[config.mk]
export PLATFORM = sky130hd
export DESIGN_NAME = seg_scan_ctrl
export DESIGN_NICKNAME = d
export VERILOG_FILES = /design/src/rtl/seg_pkg.sv /design/src/rtl/seg_hex_decode.sv /design/src/rtl/seg_scan_ctrl.sv
export SDC_FILE = /design/constraint.sdc
export NUM_CORES = 1
export LEC_CHECK = 0
export CAP_MARGIN = 20
export CORE_MARGIN = 5
export CORE_UTILIZATION = 40
export CTS_CLUSTER_SIZE = 28
export DETAILED_ROUTE_END_ITERATION = 10
export GPL_TIMING_DRIVEN = 0
export PLACE_DENSITY = 0.59
export SYNTH_ARGS = -nofsm -noshare
export SYNTH_HDL_FRONTEND = slang
export SYNTH_SLANG_ARGS = --single-unit
[constraint.sdc]
create_clock -name clk -period 3.95 [get_ports clk]
set_input_delay 0.79 -clock clk [delete_from_list [all_inputs] [get_ports clk]]
set_output_delay 0.79 -clock clk [all_outputs]
set_load 0.01 [all_outputs]
[src/rtl/seg_pkg.sv]
// Shared constants and types for the multiplexed seven-segment scan logic.
// Holds the hex decode table, segment bit positions, blank codes and FSM states.
package seg_pkg;

  localparam int SEG_A  = 0;
  localparam int SEG_B  = 1;
  localparam int SEG_C  = 2;
  localparam int SEG_D  = 3;
  localparam int SEG_E  = 4;
  localparam int SEG_F  = 5;
  localparam int SEG_G  = 6;
  localparam int SEG_DP = 7;

  localparam logic [7:0] SEG_BLANK_HI = 8'h00;
  localparam logic [7:0] SEG_BLANK_LO = 8'hFF;

  // Active-high {g,f,e,d,c,b,a} patterns for hex digits 0..F.
  localparam logic [6:0] SEG_TABLE [16] = '{
    7'h3F, 7'h06, 7'h5B, 7'h4F, 7'h66, 7'h6D, 7'h7D, 7'h07,
    7'h7F, 7'h6F, 7'h77, 7'h7C, 7'h39, 7'h5E, 7'h79, 7'h71
  };

  typedef enum logic [0:0] {
    SHOW = 1'b0,
    GAP  = 1'b1
  } scan_state_e;

endpackage

[src/rtl/seg_hex_decode.sv]
// Hex nibble plus decimal point to an active-high {dp,g,f,e,d,c,b,a} pattern.
module seg_hex_decode
  import seg_pkg::*;
(
  input  logic [3:0] nibble,
  input  logic       dp,
  output logic [7:0] pattern
);

  always_comb begin
    pattern                = '0;
    pattern[SEG_G:SEG_A]   = SEG_TABLE[nibble];
    pattern[SEG_DP]        = dp;
  end

endmodule

[src/rtl/seg_scan_ctrl.sv]
// 8-digit multiplexed seven-segment scan sequencer with dead-time gaps and a
// frame-synchronous double-buffered load port.
module seg_scan_ctrl
  import seg_pkg::*;
#(
  parameter int CLK_DIV        = 50000,
  parameter int DEAD_CYCLES    = 2,
  parameter bit SEG_ACTIVE_LOW = 1'b0
) (
  input  logic        clk,
  input  logic        rst,
  input  logic        load_valid,
  input  logic [31:0] load_data,
  input  logic [7:0]  load_mask,
  input  logic [7:0]  load_dp,
  output logic        load_ready,
  output logic [2:0]  which,
  output logic [7:0]  seg,
  output logic        enable,
  output logic        frame_done
);

  localparam int               CNT_W    = $clog2(CLK_DIV);
  localparam logic [CNT_W-1:0] CNT_LAST = CNT_W'(CLK_DIV - 1);
  localparam logic [CNT_W-1:0] CNT_GAP  = CNT_W'(CLK_DIV - DEAD_CYCLES - 1);
  localparam logic [7:0]       BLANK    = SEG_ACTIVE_LOW ? SEG_BLANK_LO : SEG_BLANK_HI;
  localparam bit               HAS_GAP  = (DEAD_CYCLES > 0);

  function automatic logic [7:0] apply_polarity(input logic [7:0] pat);
    return SEG_ACTIVE_LOW ? ~pat : pat;
  endfunction

  logic [CNT_W-1:0] cnt;
  logic [2:0]       which_q;
  scan_state_e      state_q;

  logic [31:0]      sh_data;
  logic [7:0]       sh_mask;
  logic [7:0]       sh_dp;
  logic [31:0]      pd_data;
  logic [7:0]       pd_mask;
  logic [7:0]       pd_dp;
  logic             pend_full;
  logic             frame_done_q;

  logic             slot_end;
  logic             frame_end;
  logic             accept;
  logic [7:0]       dec_pat;
  logic             lit;

  assign slot_end  = (cnt == CNT_LAST);
  assign frame_end = slot_end && (which_q == 3'd7);
  assign accept    = load_valid && !pend_full;

  always_ff @(posedge clk or negedge rst) begin
    if (!rst) begin
      cnt     <= '0;
      which_q <= '0;
    end else if (slot_end) begin
      cnt     <= '0;
      which_q <= which_q + 3'd1;
    end else begin
      cnt     <= cnt + CNT_W'(1);
    end
  end

  // Dead time occupies the tail of every slot so the next digit's anodes never
  // overlap the previous digit's segment pattern.
  always_ff @(posedge clk or negedge rst) begin
    if (!rst) begin
      state_q <= SHOW;
    end else begin
      case (state_q)
        SHOW:    if (HAS_GAP && (cnt == CNT_GAP)) state_q <= GAP;
        GAP:     if (slot_end) state_q <= SHOW;
        default: state_q <= SHOW;
      endcase
    end
  end

  // Pending buffer fills from the load port; it drains into the shadow copy
  // only on the frame boundary, so one frame never mixes old and new contents.
  always_ff @(posedge clk or negedge rst) begin
    if (!rst) begin
      pend_full <= 1'b0;
      pd_data   <= '0;
      pd_mask   <= '0;
      pd_dp     <= '0;
      sh_data   <= '0;
      sh_mask   <= '0;
      sh_dp     <= '0;
    end else if (frame_end && pend_full) begin
      sh_data   <= pd_data;
      sh_mask   <= pd_mask;
      sh_dp     <= pd_dp;
      pend_full <= 1'b0;
    end else if (accept) begin
      pd_data   <= load_data;
      pd_mask   <= load_mask;
      pd_dp     <= load_dp;
      pend_full <= 1'b1;
    end
  end

  always_ff @(posedge clk or negedge rst) begin
    if (!rst) begin
      frame_done_q <= 1'b0;
    end else begin
      frame_done_q <= frame_end;
    end
  end

  seg_hex_decode u_dec (
    .nibble  (sh_data[{which_q, 2'b00} +: 4]),
    .dp      (sh_dp[which_q]),
    .pattern (dec_pat)
  );

  assign lit        = (state_q == SHOW) && sh_mask[which_q];
  assign enable     = lit;
  assign seg        = lit ? apply_polarity(dec_pat) : BLANK;
  assign which      = which_q;
  assign load_ready = !pend_full;
  assign frame_done = frame_done_q;

endmodule

==> results of run 1 <==
==> Yosys cell counts <==
cell and n:
sky130_fd_sc_hd__and3_1 3, sky130_fd_sc_hd__dfrtp_1 118, sky130_fd_sc_hd__inv_1 7, sky130_fd_sc_hd__nor3_1 6
sky130_fd_sc_hd__buf_6 2, sky130_fd_sc_hd__nand3_1 11, sky130_fd_sc_hd__a311oi_1 3, sky130_fd_sc_hd__buf_4 3
sky130_fd_sc_hd__mux2i_1 8, sky130_fd_sc_hd__buf_1 6, sky130_fd_sc_hd__clkbuf_1 1, sky130_fd_sc_hd__mux2_2 93
sky130_fd_sc_hd__ha_1 10, sky130_fd_sc_hd__mux2_1 9, sky130_fd_sc_hd__nand4_1 4, sky130_fd_sc_hd__nor2_4 1
sky130_fd_sc_hd__buf_2 3, sky130_fd_sc_hd__nor2_1 18, sky130_fd_sc_hd__or3_4 1, sky130_fd_sc_hd__o22ai_1 2
sky130_fd_sc_hd__o221a_2 2, sky130_fd_sc_hd__o21ai_0 2, sky130_fd_sc_hd__mux4_2 10, sky130_fd_sc_hd__a21o_1 1
sky130_fd_sc_hd__a22oi_1 1, sky130_fd_sc_hd__or4b_1 2, sky130_fd_sc_hd__nor2b_1 2, sky130_fd_sc_hd__nand2_1 8
sky130_fd_sc_hd__nand2b_1 2, sky130_fd_sc_hd__o22a_1 1, sky130_fd_sc_hd__o31a_1 1, sky130_fd_sc_hd__a22o_1 1
sky130_fd_sc_hd__a211oi_1 3, sky130_fd_sc_hd__xor2_1 10, sky130_fd_sc_hd__xnor2_1 4, sky130_fd_sc_hd__a21oi_1 3
==> cell type report <==
class / instances / area share, %
tap: 172 / 3.18
inverter: 7 / 0.388
sequential: 118 / 43.6
multi-input combinational: 222 / 32.3
buffer: 15 / 1.66
clock inverter: 14 / 1.92
clock buffer: 17 / 6.28
timing repair buffer: 71 / 10.7
==> registers in the layout, indices dropped and copies added, names as in the netlist <==
| register | count |
|---|---|
| pend_full | 1 |
| cnt | 16 |
| pd_dp | 8 |
| frame_done | 1 |
| which | 3 |
| pd_mask | 8 |
| sh_data | 32 |
| state_q | 1 |
| sh_dp | 8 |
| pd_data | 32 |
| sh_mask | 8 |
==> routing by layer <==
layer  up-vias  global-route usage, %
li1       1493                      -
met1      1601                   19.3
met2        84                   24.3
met3        17                   4.59
met4         0                   5.68
met5         -                      0
==> kinds of logic after synthesis <==
logic type / Yosys count
compound gates: 20
xor+xnor: 14
mux: 120
flops: 118
simple gates: 58
buf+inv: 22
fa+ha+maj: 10
==> timing repair <==
action                     in CTS  in global routing
setup endpoints to repair       7                  4
setup buffers                   3                  3
gates resized for setup        18                  6
==> per-stage QoR <==
| step | util (%) | worst slack (ns) | setup TNS, ns | std cells |
|---|---|---|---|---|
| 5_1_grt | 53.2 | 0.000287 | 0 | 636 |
| 3_5_place_dp | 47.9 | -0.491 | -2.29 | 599 |
| 3_3_place_gp | 47.7 | -2.45 | -289.64 | 598 |
| 2_1_floorplan | - | 0.502 | 0 | 362 |
| 4_1_cts | 52.8 | -0.00889 | -0.00889 | 633 |
| 6_report | 53.2 | 0.135 | 0 | 636 |
==> power by group through the flow <==
stage	sequential (W)	clock (W)	combinational [W]
3_5_place_dp	0.00132	0	0.000133
6_report	0.00130	0.00143	0.000130
5_1_grt	0.00130	0.00151	0.000145
2_1_floorplan	0.00131	0	0.0000500
3_3_place_gp	0.00132	0	0.000127
4_1_cts	0.00130	0.00145	0.000134
==> worst max path at each step <==
stage / from / end / slack, ns / cells after the start
after floorplan: which[0] / seg[3] / 0.50 / 9
after global placement: rst / pd_data[21] / -2.45 / 1
after detailed placement: which[0] / seg[3] / -0.49 / 10
after CTS: which[0] / seg[5] / -0.009 / 9
after global routing: which[0] / seg[2] / 0.0003 / 10
final: which[1] / seg[2] / 0.14 / 9
==> results.md, run 1 <==
Status:
- The run finished with clean final reports.

Global routing:
- The leftover overflow at the end of global routing is 0.
- The wire length of the first global-routing pass is 17400 um.
- The largest net degree at the start of global routing is 94.
- The number of global-route vias before repair is 3417.
- The total global-route track usage is 15.1%.
- The number of antenna violations at the first check in global routing came to 0.

Timing:
- The count of final hold-check violations came to 0.
- Setup repair after global routing left no endpoint under its margin.
- The final period utilization is 96.6%.
- The final setup skew is 0.00981 ns.
- The number of setup violations in the final report is 0.
- The time the final worst path needs with I/O delays and setup is 3.81 ns.
- The max-slew violation count came to 0.
- The worst-margin pin slew is 0.665 ns.
- For this run, the top clock speed supported by timing is 0.262 GHz.
- The worst-case hold slack is 0.243 ns.
- The tightest slew margin relative to the limit is 55.7%.

Routing:
- The post-detailed-route wirelength per cell is 16.7 um.
- The number of remaining DRC errors is 0.
- The total via count after detailed routing is 3195.
- After detailed routing, the number of vias per cell comes to 5.02.
- After detailed routing, the met3 layer carries 502 um of wire.
- After detailed routing, no signal wire sits above met4.
- Summed over all layers, the routed wires come to 10600 um.
- The detailed router finished its first iteration with 172 violations.
- The count of nets left with antenna violations once routing finished came out at 0.
- In the detailed route, the total length drawn on met2 is 5170 um.
- The number of iterations in the first detailed-routing pass is 4.
- In the final routing, the length of wire on met1 measures 4800 um.

Cells and area:
- The final instance area is 6770 sq um.
- At the end of the flow, the number of nets in the layout was 513.
- The fraction of final layout cells sized beyond drive strength 1 is 34.9%.
- The repair_antennas step left the layout with diodes totalling 0.
- The number of filler instances in the final layout is 1141.
- The layout-stage area growth over the synthesis result is 30.0%.
- In the layout the commonest cells are 118 x sky130_fd_sc_hd__dfrtp_1, 92 x sky130_fd_sc_hd__mux2_2, 58 x sky130_fd_sc_hd__clkdlybuf4s50_1.
- The leading cell type in the layout, fill and taps excluded is sky130_fd_sc_hd__dfrtp_1.
- Summing all multi-input logic gate instances after layout gives 2190 sq um.
- The sequential cell area in the final layout is 2950 sq um.

Power and ir drop:
- Combinational logic is responsible for 4.6% of the overall power.
- The net switching fraction of the power is 22.3%.
- The net switching power of the design is 0.000635 W.
- In this run the static leakage power is 3.07 nW.
- The sum of internal, switching and leakage power is 0.00285 W.
- The power per unit of standard cell area is 421 nW/um^2.
- The relative contribution of sequential cells to total power is 45.4%.
- The internal power of the cells totals 0.00222 W.
- IR analysis of the VDD net gives a maximum drop of 0.311 mV.
- The relative contribution of the clock network to total power is 50.0%.

Clocking:
- The number of clock sinks is 118.
- TritonCTS built the clock tree.
- The deepest clock path buffer count is 2.
- The deepest level of the CTS H-tree is 4.
- Clock-pin slew was measured on the worst setup and hold paths at 0.05 ns.
- The total clock buffers created by CTS is 17.
- The clock reaches the later pin of the worst-skew pair after 0.41 ns.
- Buffers inserted to repair hold after CTS numbered 0.
- The CTS root buffer is sky130_fd_sc_hd__clkbuf_16.

Critical path:
- For the worst flop-to-flop path, the logic depth is 6.
- The critical path in this run is classified as reg -> out.
- The kind of end point of the critical path is a primary output.
- The required time at the endpoint of the critical path is 3.16 ns.
- The signal on the critical path passes through buf_4 -> mux4_2 -> mux2i_4 -> buf_4 -> buf_4 -> ha_1 -> inv_1 -> o221a_2 -> clkdlybuf4s50_1.
- In this run the register-to-register setup slack is 1.54 ns.
- For the worst setup path, the data arrival time is 3.02 ns.
- The maximum single-stage delay on the critical path is 0.53 ns.
- The cell type with the highest occurrence count on the critical path is sky130_fd_sc_hd__buf_4.
- Counting both buffers and inverters, the worst setup path holds a total of 5.
- Among cell families on the critical path, the largest total delay comes from buffers and inverters.
- The startpoint identified for the worst register-to-register timing path is cnt[5].
- The kind of start point of the critical path is a register.
- The largest fanout on the critical path is 10.
- The library cell contributing the largest single delay on the critical path is sky130_fd_sc_hd__dfrtp_1.
- The capture point of the worst reg-to-reg path is sh_mask[4].

Synth:
- After Yosys synthesis, full adders, half adders and majority gates account for 2.40% of the synthesized area.
- Of the total synthesized cell area, the portion taken by AND, OR, NAND and NOR gates is 5.64%.
- The number of distinct library cells after synthesis is 36.
- The synthesized instance count is 362.
- Summing the areas of all compound-gate instances in the mapped netlist gives 2.88% of the synthesized area.
- In the post-synthesis netlist, the biggest area contributors are sky130_fd_sc_hd__dfrtp_1 57%, sky130_fd_sc_hd__mux2_2 20%, sky130_fd_sc_hd__mux4_2 4.3%, sky130_fd_sc_hd__ha_1 2.4%, sky130_fd_sc_hd__mux2_1 1.9%.
- The share of the Yosys chip area taken by registers is 56.7%.
- Measured against the total synthesized area, the mux share comes to 27.9%.
- The dominant combinational cell family by area after synthesis is multiplexers.
- The post-synthesis instance area is 5210 sq um.
- Of all cell types, the one taking the most synthesized area is sky130_fd_sc_hd__dfrtp_1.
- The mean area per synthesized cell is 14.4 sq um.
- When the netlist entered floorplanning its net count stood at 423.
- For this run, the number of Yosys warnings is 0.
- The area share of the largest cell type after synthesis is 56.7%.
- The parity-gate share of the synthesized area counting xor and xnor cells is 2.35%.
- After synthesis the netlist holds a flip-flop and latch count of 118.

Worst hold path:
- In this run the worst hold path is classified as in -> async.

Floorplan:
- The die covers 15400 sq um.
- The core region is 12700 sq um.
- The die is 124 um wide.
- For this design the top-level I/O count stands at 65.
- Once the floorplan was initialized, standard cells occupied 41.0% of the core.
- The floorplan has 41 rows.
- The floorplan step set the die height to 124 um.

Place:
- The final weighted congestion in routability-driven placement is 0.789.
- After detailed placement, the total cell area comes to 6100 sq um.
- The placed wire-length estimate is 7490 um.
- Buffers placed on the I/O ports in this run total 64.

Flow run:
- The number of max-cap violations is 0.
Note: power is estimated with default switching activity, not from simulation.
==> run 2, diff against run 1 <==
--- a/config.mk
+++ b/config.mk
@@ -6,12 +6,13 @@
 export NUM_CORES = 1
 export LEC_CHECK = 0
 export CAP_MARGIN = 20
+export CORE_ASPECT_RATIO = 1.2
 export CORE_MARGIN = 5
-export CORE_UTILIZATION = 40
+export CORE_UTILIZATION = 50
 export CTS_CLUSTER_SIZE = 28
 export DETAILED_ROUTE_END_ITERATION = 10
 export GPL_TIMING_DRIVEN = 0
-export PLACE_DENSITY = 0.59
+export PLACE_DENSITY = 0.71
 export SYNTH_ARGS = -nofsm -noshare
 export SYNTH_HDL_FRONTEND = slang
 export SYNTH_SLANG_ARGS = --single-unit
==> results.md, run 2 (synthesized netlist as in run 1, its figures left out) <==
Status:
- The run finished with clean final reports.

Critical path:
- The kind of end point of the critical path is a primary output.
- The kind of start point of the critical path is a register.
- The critical path arrival came to 3.05 ns (+0.03 ns).
- The largest fanout on the critical path was 10 (unchanged).
- The reg2reg setup slack came to 1.53 ns (about the same).
- The critical path launch point is which[0].
- The required time at the endpoint of the critical path is 3.16 ns (about the same).
- The start of the worst register-to-register path is cnt[5].
- The classification of the worst setup path is reg -> out.

Cells and area:
- In the layout the commonest cells are 118 x sky130_fd_sc_hd__dfrtp_1, 92 x sky130_fd_sc_hd__mux2_2, 58 x sky130_fd_sc_hd__clkdlybuf4s50_1.
- The largest registers in the layout are pd_data x32, sh_data x32, cnt x16.
- The number of nets in the final layout is 509 (-0.78%).
- The layout-stage area growth over the synthesis result is 28.5%.
- The final instance area is 6700 sq um (-1.1%).
- Leaving out fill and tap cells, the most frequent cell in the layout is sky130_fd_sc_hd__dfrtp_1.
- The number of antenna diodes is 0 (unchanged).
- The final cell utilization of the core is 66.2% (+13 points).
- The number of filler instances in the final layout is 730 (-36%).
- The fraction of final layout cells sized beyond drive strength 1 was 33.6% (-1.3 points).

Floorplan:
- The starting utilization of the core area is 51.5% (+11 points).
- The die outline width is 103 um (-17%).
- The core outline area was 10100 sq um (-21%).
- The overall die area came to 12600 sq um (-18%).
- The die height is 122 um (-1.9%).
- The total I/O pin count came to 65 (unchanged).
- The row count is 40 (-2.4%).

Routing:
- The sum of routed wire length over all layers was 10200 um (-4.1%).
- The total via count after detailed routing is 3170 (-0.78%).
- The number of iterations in the first detailed-routing pass is 4 (unchanged).
- The met3 wire length came to 394 um (-22%).
- The wire length on met1 is 4590 um (-4.4%).
- The number of remaining DRC errors is 0 (unchanged).
- The met2 routed wirelength is 5060 um (-2.2%).
- The post-detailed-route wirelength per cell was 17.5 um (+4.4%).
- After detailed routing, no signal wire sits above met4.
- The remaining antenna violation count was 0 (unchanged).
- The routed via count divided by cell count is 5.43 (+8.1%).
- The detailed router's first-iteration violation count is 86 (-50%).

Power and ir drop:
- The standby leakage power is 3.08 nW (+0.25%).
- The net switching fraction of the power is 19.3% (-3.0 points).
- The net switching power of the design came to 0.000557 W (-12%).
- The power per unit of standard cell area is 432 nW/um^2 (+2.6%).
- The relative contribution of sequential cells to total power is 44.8% (-0.6 points).
- The total internal power is 0.00234 W (+5.4%).
- The combinational share of power is 4.5% (about the same).
- The worst supply voltage drop on vdd is 0.224 mV (-28%).
- The relative contribution of the clock network to total power was 50.7% (+0.7 points).

Clocking:
- The deepest clock path buffer count is 2 (unchanged).
- The hold buffer count at cts is 0 (unchanged).
- The total clock buffers created by CTS was 17 (unchanged).
- The number of clock sinks was 118 (unchanged).
- TritonCTS built the clock tree.
- The clock latency reported for the late side of the worst-skew pair is 0.41 ns (about the same).
- The CTS root buffer is sky130_fd_sc_hd__clkbuf_16.
- The post-CTS clock slew at the launch and capture registers of the worst setup and hold paths is 0.05 ns (about the same).
- The deepest level of the CTS H-tree is 4 (unchanged).

Place:
- The number of input and output port buffers inserted is 64 (unchanged).
- The placed wire-length estimate is 7080 um (-5.4%).
- The final weighted congestion in routability-driven placement came to 0.776 (-1.5%).
- The area of placed instances is 6040 sq um (-0.94%).

Global routing:
- The number of antenna violations at the first check in global routing was 0 (unchanged).
- The largest net degree at the start of global routing is 105 (+12%).
- The number of global-route vias before repair is 3572 (+4.5%).
- The wire length of the first global-routing pass is 17300 um (-0.71%).
- The total global-route track usage is 18.1% (+3.0 points).
- The leftover overflow at the end of global routing is 0 (unchanged).

Timing:
- The number of setup violations in the final report came to 0 (unchanged).
- The count of final hold-check violations is 0 (unchanged).
- The time the final worst path needs with I/O delays and setup is 3.84 ns (+0.0289 ns).
- Setup repair after global routing left no endpoint under its margin.
- The total negative setup slack is 0 ns (unchanged).
- The worst-margin pin slew is 0.711 ns (+0.0468 ns).
- The final setup skew is 0.00673 ns (-0.00308 ns).
- The tightest slew margin relative to the limit came to 52.6% (-3.1 points).
- The final period utilization was 97.3% (+0.73 points).
- The highest clock rate is 0.260 GHz (-0.75%).
- The max-slew violation count is 0 (unchanged).

Flow run:
- The number of max-cap violations was 0 (unchanged).

Worst hold path:
- The path class of the tightest hold or removal check is in -> async.
-- run 2: path summary, 6_finish.rpt --
| path | endpoint | cells past startpoint |
|---|---|---|
| worst min-delay path | cnt[12] | 1 |
| worst max register to register | sh_mask[3] | 6 |
| worst min register to register | sh_mask[2] | 1 |
| max in group asynchronous | sh_data[7] | 2 |
| worst max-delay path | seg[1] | 10 |
| min in group clk | sh_mask[2] | 1 |
-- run 2: per-stage QoR --
step	instances	worst slack, ns	total power (W)	hold WS (ns)
6_report	584	0.106	0.00289	0.208
2_1_floorplan	362	0.502	0.00136	0.452
3_3_place_gp	552	-2.34	0.00144	0.467
5_1_grt	584	0.0101	0.00300	0.203
4_1_cts	584	0.00180	0.00292	0.198
3_5_place_dp	553	-0.451	0.00145	0.473
-- run 2: cell type report --
type | instances | area, sq um | share of cell area, %
Buffer | 15 | 113 | 1.68
Clock buffer | 25 | 495 | 7.40
Clock inverter | 4 | 70.1 | 1.05
Inverter | 7 | 26.3 | 0.392
Multi-Input combinational cell | 222 | 2190 | 32.7
Sequential cell | 118 | 2950 | 44.1
Tap cell | 126 | 158 | 2.35
Timing Repair Buffer | 67 | 688 | 10.3
-- run 2: timing repair --
item | 4_1_cts | 5_1_grt
gates resized for setup | 19 | 8
setup buffers | 2 | 0
endpoints found under the setup margin | 7 | 5
pin swaps | 1 | 0
endpoints found under the hold margin | 0 | 0
-- run 2: critical path, stage by stage, from the launching register on --
cell and delay (ns):
sky130_fd_sc_hd__dfrtp_1 0.40, sky130_fd_sc_hd__buf_6 0.14, sky130_fd_sc_hd__buf_12 0.15, sky130_fd_sc_hd__mux4_2 0.52, sky130_fd_sc_hd__mux2_4 0.33, sky130_fd_sc_hd__inv_2 0.11
sky130_fd_sc_hd__ha_1 0.26, sky130_fd_sc_hd__nand2_1 0.08, sky130_fd_sc_hd__a21oi_1 0.08, sky130_fd_sc_hd__a311oi_2 0.30, sky130_fd_sc_hd__clkdlybuf4s15_2 0.27
-- run 2: power by group through the flow --
stage	Combinational (W)	Sequential (W)	Clock [W]
2_1_floorplan	0.0000500	0.00131	0
3_3_place_gp	0.000125	0.00132	0
3_5_place_dp	0.000133	0.00132	0
4_1_cts	0.000134	0.00130	0.00149
5_1_grt	0.000144	0.00130	0.00155
6_report	0.000130	0.00130	0.00147
-- run 2: routing by layer --
metal | GRT usage [%] | up-vias
met5 | 0 | -
met4 | 7.53 | 0
met3 | 4.87 | 16
met2 | 28.9 | 62
met1 | 23.2 | 1611
li1 | - | 1481
==> run 3, diff against run 2 <==
--- a/config.mk
+++ b/config.mk
@@ -12,6 +12,7 @@
 export CTS_CLUSTER_SIZE = 28
 export DETAILED_ROUTE_END_ITERATION = 10
 export GPL_TIMING_DRIVEN = 0
+export MAX_ROUTING_LAYER = met4
 export PLACE_DENSITY = 0.71
 export SYNTH_ARGS = -nofsm -noshare
 export SYNTH_HDL_FRONTEND = slang
==> results.md, run 3 (synthesized netlist as in run 1, its figures left out) <==
Clocking:
- The clock tree from TritonCTS is built.
- The number of clock sinks came to 118 (unchanged).
- The post-CTS clock slew at the launch and capture registers of the worst setup and hold paths came to 0.05 ns (about the same).
- The total clock buffers created by CTS was 17 (unchanged).
- CTS placed an instance of sky130_fd_sc_hd__clkbuf_16 at the clock tree root.
- The clock latency reported for the late side of the worst-skew pair came to 0.40 ns (about the same).
- The deepest clock path buffer count is 2 (unchanged).
- The deepest level of the CTS H-tree is 4 (unchanged).

Global routing:
- The total global-route track usage is 18.6% (+0.51 points).
- The leftover overflow at the end of global routing is 0 (unchanged).
- The number of antenna violations at the first check in global routing was 0 (unchanged).
- The largest net degree at the start of global routing is 105 (unchanged).
- The number of global-route vias before repair is 3573 (+0.028%).
- The wire length of the first global-routing pass was 17300 um (about the same).

Cells and area:
- The top cell types in the final layout, fill and taps aside, are 118 x sky130_fd_sc_hd__dfrtp_1, 92 x sky130_fd_sc_hd__mux2_2, 58 x sky130_fd_sc_hd__clkdlybuf4s50_1.
- The leading cell type in the layout, fill and taps excluded is sky130_fd_sc_hd__dfrtp_1.
- The number of nets in the final layout is 509 (unchanged).
- The layout-stage area growth over the synthesis result came to 28.5% (unchanged).
- The number of antenna diodes is 0 (unchanged).
- The final cell count without fillers came to 584 (unchanged).
- In the final layout, the registers with the most flip-flops are pd_data x32, sh_data x32, cnt x16.
- The number of filler instances in the final layout is 730 (unchanged).
- The final cell utilization of the core was 66.2% (unchanged).
- The fraction of final layout cells sized beyond drive strength 1 is 33.6% (unchanged).

Timing:
- The highest clock rate is 0.260 GHz (about the same).
- The max-slew violation count is 0 (unchanged).
- The worst-case hold slack is 0.209 ns (+0.00183 ns).
- The worst-margin pin slew is 0.720 ns (+0.00830 ns).
- The final setup skew is 0.00602 ns (-0.000708 ns).
- The final period utilization was 97.2% (about the same).
- The tightest slew margin relative to the limit is 52.0% (-0.55 points).
- The time the final worst path needs with I/O delays and setup is 3.84 ns (-0.00295 ns).
- The number of setup violations in the final report is 0 (unchanged).
- The count of final hold-check violations was 0 (unchanged).
- Setup repair after global routing left no endpoint under its margin.

Power and ir drop:
- The sum of internal, switching and leakage power was 0.00289 W (about the same).
- The worst supply voltage drop on vdd is 0.224 mV (about the same).
- The power per unit of standard cell area is 432 nW/um^2 (about the same).
- The standby leakage power was 3.08 nW (unchanged).

Place:
- The number of instances in the placed design was 553 (unchanged).
- The number of input and output port buffers inserted is 64 (unchanged).
- The final weighted congestion in routability-driven placement is 0.787 (+1.4%).
- The placed wire-length estimate is 7080 um (unchanged).

Status:
- The flow ran to the end, and the final reports show no timing, DRC or antenna violations.

Critical path:
- The category of cells accounting for the largest share of critical-path delay is multiplexers.
- The required time at the endpoint of the critical path was 3.16 ns (about the same).
- STA classifies the critical path endpoint as a primary output.
- The largest fanout on the critical path came to 10 (unchanged).
- Traced cell by cell, the critical path runs through buf_6 -> buf_12 -> mux4_2 -> mux2_4 -> inv_2 -> ha_1 -> nand2_1 -> a21oi_1 -> a311oi_2 -> clkdlybuf4s15_2.
- The critical path arrival came to 3.05 ns (about the same).
- The library cell contributing the largest single delay on the critical path is sky130_fd_sc_hd__mux4_2.
- The worst setup path is launched from a register.
- The worst path buffer plus inverter count is 4 (unchanged).
- The maximum single-stage delay on the critical path is 0.52 ns (about the same).
- The classification of the worst setup path is reg -> out.

Routing:
- The post-detailed-route wirelength per cell is 17.5 um (-0.11%).
- The number of remaining DRC errors is 0 (unchanged).
- The sum of routed wire length over all layers is 10200 um (-0.11%).
- The remaining antenna violation count is 0 (unchanged).
- The total via count after detailed routing was 3161 (-0.28%).
- The routed via count divided by cell count is 5.41 (-0.28%).
- The number of iterations in the first detailed-routing pass is 4 (unchanged).
- The detailed router's first-iteration violation count is 88 (+2.3%).

Floorplan:
- The row count is 40 (unchanged).
- The die outline width is 103 um (unchanged).
- The core outline area is 10100 sq um (unchanged).
- The overall die area is 12600 sq um (unchanged).
- The starting utilization of the core area is 51.5% (unchanged).
- The die height is 122 um (unchanged).
- The total I/O pin count is 65 (unchanged).

Flow run:
- The number of max-cap violations is 0 (unchanged).

Worst hold path:
- The min-delay analysis places its worst path in the category in -> async.
[run 3: per-stage QoR]
step	TNS, ns	instance area, sq um	setup WS, ns
final	0	6700	0.109
after global routing	0	6700	0.00967
after CTS	0	6670	0.00180
after detailed placement	-1.89	6040	-0.451
after global placement	-276.74	6010	-2.34
after floorplan	0	5210	0.502
[run 3: report_power, final]
part	switching (W)	internal [W]
combinational	0.0000429	0.0000868
sequential	0.0000286	0.00127
clock	0.000484	0.000981
total	0.000556	0.00234
[run 3: worst reg2reg max path, cell delays in order, from the launching register on]
cell	delay [ns]
sky130_fd_sc_hd__dfrtp_1	0.42
sky130_fd_sc_hd__or4b_1	0.57
sky130_fd_sc_hd__or3_4	0.44
sky130_fd_sc_hd__nor2_4	0.18
sky130_fd_sc_hd__buf_6	0.17
sky130_fd_sc_hd__buf_6	0.17
sky130_fd_sc_hd__mux2_1	0.34
[run 3: final timing paths]
kind                                  from  cells past startpoint  slack [ns]         end
worst max-delay path              which[0]                     10        0.11      seg[1]
worst min-delay path                   rst                      1        0.21     cnt[12]
worst max register to register      cnt[5]                      6        1.53  sh_mask[3]
worst min register to register  sh_mask[2]                      1        0.48  sh_mask[2]
max in group asynchronous              rst                      2        3.02  sh_data[7]
min in group clk                sh_mask[2]                      1        0.48  sh_mask[2]
[run 3: final cells by class]
cell class	count	area, sq um	share of cell area [%]
clock buffers	25	495	7.40
repair buffers	67	688	10.3
multi-input cells	222	2190	32.7
flip-flops and latches	118	2950	44.1
plain buffers	15	113	1.68
clock inverters	4	70.1	1.05
inverters	7	26.3	0.392
well taps	126	158	2.35
[run 3: what timing repair did]
item / CTS / global route
cloned: 0 / 0
setup endpoints to repair: 7 / 5
gates resized for setup: 19 / 8
buffers inserted: 2 / 0
hold buffers: 0 / 0
pin swaps: 1 / 0
[run 3: per-layer routing]
layer	global-route usage, %	up-vias	wire (um)
li1	-	1482	-
met1	23.4	1602	4600
met2	29.0	64	5050
met3	4.75	13	399
met4	7.29	0	137
met5	-	-	0
